$ cat config.mk
export PLATFORM = sky130hd
export DESIGN_NAME = gpio_event_controller
export DESIGN_NICKNAME = d
export VERILOG_FILES = /design/src/rtl/gpio_event_controller.sv
export SDC_FILE = /design/constraint.sdc
export NUM_CORES = 1
export LEC_CHECK = 0
export BUFFER_PORTS_ARGS = -buffer_cell sky130_fd_sc_hd__buf_2
export CAP_MARGIN = 25
export CELL_PAD_IN_SITES_DETAIL_PLACEMENT = 0
export CELL_PAD_IN_SITES_GLOBAL_PLACEMENT = 2
export CORE_UTILIZATION = 35
export CTS_CLUSTER_SIZE = 10
export DETAILED_ROUTE_END_ITERATION = 8
export PLACE_DENSITY_LB_ADDON = 0.1
export SLEW_MARGIN = 20
export SYNTH_ARGS = -nofsm -noshare
export SYNTH_HDL_FRONTEND = slang
export SYNTH_SLANG_ARGS = --single-unit
$ cat constraint.sdc
create_clock -name clk -period 4.2 [get_ports clk]
set_clock_uncertainty 0.2 [all_clocks]
set_input_delay 0.21 -clock clk [delete_from_list [all_inputs] [get_ports clk]]
set_output_delay 0.21 -clock clk [all_outputs]
set_load 0.005 [all_outputs]
$ cat src/rtl/gpio_event_controller.sv
// APB LED/key controller: prescaled tick drives LED blinking and key debouncing;
// debounced key presses latch as pending events that raise a level interrupt.
module gpio_event_controller #(
  parameter int CLK_DIV  = 1000,
  parameter int DEBOUNCE = 16
) (
  input  logic        clk,
  input  logic        reset,
  output logic [2:0]  leds,
  input  logic [1:0]  keys,
  output logic        irq,
  input  logic [3:0]  apb_PADDR,
  input  logic        apb_PSEL,
  input  logic        apb_PENABLE,
  output logic        apb_PREADY,
  input  logic        apb_PWRITE,
  input  logic [31:0] apb_PWDATA,
  output logic [31:0] apb_PRDATA
);

  localparam int PW = (CLK_DIV > 1) ? $clog2(CLK_DIV) : 1;
  localparam int DW = (DEBOUNCE > 0) ? $clog2(DEBOUNCE + 1) : 1;
  localparam logic [PW-1:0] PRESC_MAX = PW'(CLK_DIV - 1);
  localparam logic [DW-1:0] DB_MAX    = DW'(DEBOUNCE - 1);

  logic [PW-1:0]        presc_r;
  logic                 tick_s;
  logic [2:0]           static_r;
  logic [2:0]           blink_en_r;
  logic [15:0]          half_r;
  logic [1:0]           irq_en_r;
  logic [1:0]           pending_r;
  logic [15:0]          blink_cnt_r;
  logic                 phase_r;
  logic [15:0]          half_m1_s;
  logic [15:0]          blink_cnt_nxt_s;
  logic                 phase_nxt_s;
  logic [1:0]           sync1_r;
  logic [1:0]           sync2_r;
  logic [1:0]           stable_r;
  logic [1:0]           stable_nxt_s;
  logic [1:0][DW-1:0]   db_cnt_r;
  logic [1:0][DW-1:0]   db_cnt_nxt_s;
  logic [1:0]           rise_s;
  logic [1:0]           clr_s;
  logic [1:0]           pending_nxt_s;
  logic                 wr_s;
  logic                 wr_led_s;
  logic                 wr_half_s;
  logic                 wr_key_s;
  logic                 wr_irq_en_s;
  logic                 unused_s;

  assign apb_PREADY  = 1'b1;
  assign unused_s    = ^{apb_PWDATA[31:16], apb_PADDR[1:0]};
  assign tick_s      = (presc_r == PRESC_MAX);
  assign wr_s        = apb_PSEL & apb_PENABLE & apb_PWRITE;
  assign wr_led_s    = wr_s & (apb_PADDR[3:2] == 2'd0);
  assign wr_half_s   = wr_s & (apb_PADDR[3:2] == 2'd1);
  assign wr_key_s    = wr_s & (apb_PADDR[3:2] == 2'd2);
  assign wr_irq_en_s = wr_s & (apb_PADDR[3:2] == 2'd3);

  // Tick prescaler
  always_ff @(posedge clk or posedge reset) begin
    if (reset) begin
      presc_r <= '0;
    end else if (presc_r == PRESC_MAX) begin
      presc_r <= '0;
    end else begin
      presc_r <= presc_r + PW'(1);
    end
  end

  // Configuration registers
  always_ff @(posedge clk or posedge reset) begin
    if (reset) begin
      static_r   <= 3'b000;
      blink_en_r <= 3'b000;
      half_r     <= 16'd0;
      irq_en_r   <= 2'b00;
    end else begin
      if (wr_led_s) begin
        static_r   <= apb_PWDATA[2:0];
        blink_en_r <= apb_PWDATA[6:4];
      end
      if (wr_half_s) begin
        half_r <= apb_PWDATA[15:0];
      end
      if (wr_irq_en_s) begin
        irq_en_r <= apb_PWDATA[1:0];
      end
    end
  end

  // A half-period of 0 is treated as 1, so the compare threshold floors at 0
  assign half_m1_s = (half_r == 16'd0) ? 16'd0 : (half_r - 16'd1);

  // Blink counter and phase next state; a BLINK_HALF write restarts the period
  always_comb begin
    blink_cnt_nxt_s = blink_cnt_r;
    phase_nxt_s     = phase_r;
    if (wr_half_s) begin
      blink_cnt_nxt_s = 16'd0;
      phase_nxt_s     = 1'b0;
    end else if (tick_s) begin
      if (blink_cnt_r >= half_m1_s) begin
        blink_cnt_nxt_s = 16'd0;
        phase_nxt_s     = ~phase_r;
      end else begin
        blink_cnt_nxt_s = blink_cnt_r + 16'd1;
        phase_nxt_s     = phase_r;
      end
    end else begin
      blink_cnt_nxt_s = blink_cnt_r;
      phase_nxt_s     = phase_r;
    end
  end

  // Blink state register
  always_ff @(posedge clk or posedge reset) begin
    if (reset) begin
      blink_cnt_r <= 16'd0;
      phase_r     <= 1'b0;
    end else begin
      blink_cnt_r <= blink_cnt_nxt_s;
      phase_r     <= phase_nxt_s;
    end
  end

  // Key synchronizers
  always_ff @(posedge clk or posedge reset) begin
    if (reset) begin
      sync1_r <= 2'b00;
      sync2_r <= 2'b00;
    end else begin
      sync1_r <= keys;
      sync2_r <= sync1_r;
    end
  end

  // Debounce next state: accept a change on the DEBOUNCE-th consecutive differing tick
  always_comb begin
    stable_nxt_s = stable_r;
    db_cnt_nxt_s = db_cnt_r;
    for (int k = 0; k < 2; k++) begin
      if (tick_s) begin
        if (sync2_r[k] != stable_r[k]) begin
          if (db_cnt_r[k] == DB_MAX) begin
            stable_nxt_s[k] = sync2_r[k];
            db_cnt_nxt_s[k] = '0;
          end else begin
            stable_nxt_s[k] = stable_r[k];
            db_cnt_nxt_s[k] = db_cnt_r[k] + DW'(1);
          end
        end else begin
          stable_nxt_s[k] = stable_r[k];
          db_cnt_nxt_s[k] = '0;
        end
      end else begin
        stable_nxt_s[k] = stable_r[k];
        db_cnt_nxt_s[k] = db_cnt_r[k];
      end
    end
  end

  // Debounce state register
  always_ff @(posedge clk or posedge reset) begin
    if (reset) begin
      stable_r <= 2'b00;
      db_cnt_r <= '0;
    end else begin
      stable_r <= stable_nxt_s;
      db_cnt_r <= db_cnt_nxt_s;
    end
  end

  // Rising edges of the debounced level set pending; a simultaneous W1C loses
  assign rise_s        = stable_nxt_s & ~stable_r;
  assign clr_s         = wr_key_s ? apb_PWDATA[9:8] : 2'b00;
  assign pending_nxt_s = (pending_r & ~clr_s) | rise_s;

  // Pending events, LED drive and interrupt
  always_ff @(posedge clk or posedge reset) begin
    if (reset) begin
      pending_r <= 2'b00;
      leds      <= 3'b000;
      irq       <= 1'b0;
    end else begin
      pending_r <= pending_nxt_s;
      leds      <= (blink_en_r & {3{phase_r}}) | (~blink_en_r & static_r);
      irq       <= |(pending_r & irq_en_r);
    end
  end

  // Register read mux
  always_comb begin
    apb_PRDATA = 32'd0;
    case (apb_PADDR[3:2])
      2'd0:    apb_PRDATA = {25'd0, blink_en_r, 1'b0, static_r};
      2'd1:    apb_PRDATA = {16'd0, half_r};
      2'd2:    apb_PRDATA = {22'd0, pending_r, 6'd0, stable_r};
      2'd3:    apb_PRDATA = {30'd0, irq_en_r};
      default: apb_PRDATA = 32'd0;
    endcase
  end

endmodule
==> impl_metrics.py <==
metrics = {
    "detailed_routing": {
        "post_drt_wl_per_cell_um": 14.4,
        "route.detailed.drc": 0,
        "drt-vias-per-instance": 4.80,
        "ant_nets": 0,
        "routed_wl_mm": 10.1,
        "drt_iter0_drc": 167,
        "drt_first_pass_iters": 4,
        "via_count": 3347,
    },
    "synth": {
        "synth_cell_types": 53,
        "synth_edf_count": 0,
        "synthCells": 454,
        "yosys-top-cells-area": "dfrtp_1, nand2_1, ha_1",
        "synth_top_area_share_pct": 41.8,
        "synth_area_per_cell_um2": 9.63,
        "synth_ff_type": "dfrtp_1",
        "postSynth.asyncResetShare_pct": 100,
        "yosysMostFrequentCell": "nand2_1",
        "ys_warn_count": 0,
        "synthTopCellsByCount": "nand2_1, dfrtp_1, nor2_1",
        "synth_top_area_cell": "dfrtp_1",
        "ys_seq_area_share_pct": 41.8,
        "ys_seq_elements": 73,
        "netlist_area_um2": 4370,
    },
    "worst_setup_path": {
        "critPathMaxFanout": 5,
        "cp.depth": 11,
        "critPathSlowestCell": "or4_4",
        "cp.required_ns": 4.22,
        "cp-end-kind": "register",
        "path_cells": "or4_4, or3_4, nor3b_2, xor2_1, nand2_1, ha_1, nand4_1, nor4_1, a311oi_4, a21oi_1, mux2_1",
        "cpLargestDelayFamily": "simple AND/OR/NAND/NOR gates",
        "critPathBufInv": 0,
        "reg2reg_depth": 11,
        "cp-start-kind": "register",
        "slowest_delay_ns": 0.56,
        "worst-endpoint-arrival_ns": 3.81,
        "crit_type": "register to register",
    },
    "power": {
        "p_per_area_nw_per_um2": 509,
        "finalPower_w": 0.00269,
        "vdd_ir_drop_max_mv": 0.274,
        "p_leak_nw": 2.44,
    },
    "min_path": {
        "whs_path_depth": 0,
        "hold_class": "register to register",
    },
    "clock_network": {
        "post_cts_resized": 0,
        "cts_buffers": 9,
        "htree_levels": 3,
        "clk_pin_slew_ns": 0.06,
        "clk_latency_ns": 0.34,
        "clockBufferDepth": 2,
        "cts_tree": "yes",
        "clock_sinks": 73,
        "cts_setup_buffers": 0,
        "root_buffer": "clkbuf_16",
        "hold_buffers": 19,
    },
    "floorplan": {
        "core_um2": 12100,
        "dieArea_um2": 12900,
        "fp.dieH_um": 114,
        "rows": 40,
        "io_pins": 80,
        "initial_core_util_pct": 36.1,
        "die_x_um": 114,
    },
    "finish": {
        "antenna_cells": 0,
        "drive_gt1_share_pct": 20.4,
        "layout.nets": 589,
        "area_growth_pct": 20.9,
        "design_area_um2": 5280,
    },
    "place": {
        "io_buffer_count": 44,
        "hpwlAfterDp_mm": 7.25,
        "routabilityCongestion": 0.743,
        "place_ws_ns": 0.375,
        "place_area_um2": 4740,
    },
    "sta": {
        "relSlewSlack_pct": 48.3,
        "period_needed_ns": 3.80,
        "tightest_slew_ns": 0.775,
        "setup_ws_ns": 0.403,
        "final-hold-violation-count": 0,
        "hold_slack_ns": 0.156,
        "grt_setup_unrepaired": "false",
        "timing.fmax_mhz": 263,
        "final.period_utilization_pct": 90.4,
        "setup_viol": 0,
        "finalSetupTns_ns": 0,
        "slew_violations": 0,
    },
    "global_route": {
        "track_usage_pct": 17.2,
        "grt_max_degree": 40,
        "grt_remaining_overflow": 0,
        "antenna_found_initial": 0,
        "grt_pass1_vias": 3314,
        "grt_pass1_wl_mm": 17.2,
    },
    "job": {
        "maxCapViolCount": 0,
    },
    "status": {
        "status": "finished clean",
    },
}
==> state kept, by name, indices dropped and copies added (netlist names), 2 cells and up <==
register,flops
blink_cnt_r,16
blink_en_r,3
db_cnt_r,10
half_r,16
irq_en_r,2
leds,3
pending_r,2
presc_r,10
stable_r,2
static_r,3
sync1_r,2
sync2_r,2
==> through the flow <==
step,instances,utilization (%)
6_report,697,43.6
5_1_grt,697,43.6
4_1_cts,697,43.6
3_5_place_dp,662,39.1
3_3_place_gp,662,39.1
2_1_floorplan,469,-
==> cells by family after synthesis <==
| group | after synthesis | synth area share [%] |
|---|---|---|
| muxes | 19 | 5.27 |
| adders and majority gates | 22 | 6.30 |
| buffers and inverters | 48 | 6.30 |
| DFF | 73 | 41.8 |
| other | 2 | 0.172 |
| AOI/OAI and AO/OA | 60 | 11.7 |
| and+or+nand+nor | 200 | 22.4 |
| xor gates and xnor gates | 30 | 6.01 |
==> final cells by class <==
class / instances / area [µm²]
sequential: 73 / 1830
multi-input combinational: 348 / 2330
tap: 168 / 210
clock inverter: 4 / 98.8
timing repair buffer: 75 / 500
inverter: 17 / 63.8
fill: 1238 / 6830
clock buffer: 12 / 256
==> cell usage in the layout (no fill, tap or decap), drive strengths merged, types with 13 or more instances in the layout <==
cell type / count
nand3: 18
xor2: 13
xnor2: 17
ha: 22
inv: 17
conb: 17
nor2: 35
nor3: 13
dfrtp: 73
buf: 56
nand2: 87
dlygate4sd3: 19
o21ai: 20
==> final timing paths <==
check                                start            to  slack, ns
worst max-delay path             half_r[9]       phase_r       0.40
worst min-delay path            sync1_r[0]    sync2_r[0]       0.16
worst max register to register   half_r[9]       phase_r       0.40
worst min register to register  sync1_r[0]    sync2_r[0]       0.16
max in group asynchronous            reset   db_cnt_r[1]       2.40
min in group asynchronous            reset  pending_r[1]       0.36
==> metal layers <==
| layer | global-route usage [%] | vias up | part of all wire [%] |
|---|---|---|---|
| met5 | 0 | - | 0 |
| met4 | 4.21 | 0 | 0.91 |
| met3 | 4.99 | 7 | 3.8 |
| met2 | 27.1 | 60 | 45 |
| met1 | 23.3 | 1604 | 50 |
| li1 | - | 1676 | - |
==> report_power, final <==
| group | internal (W) | switching [W] | total, W |
|---|---|---|---|
| combinational | 0.000355 | 0.000382 | 0.000737 |
| clock | 0.000614 | 0.000299 | 0.000913 |
| sequential | 0.000847 | 0.000192 | 0.00104 |
| total | 0.00182 | 0.000873 | 0.00269 |
(Power assumes the default switching activity.)
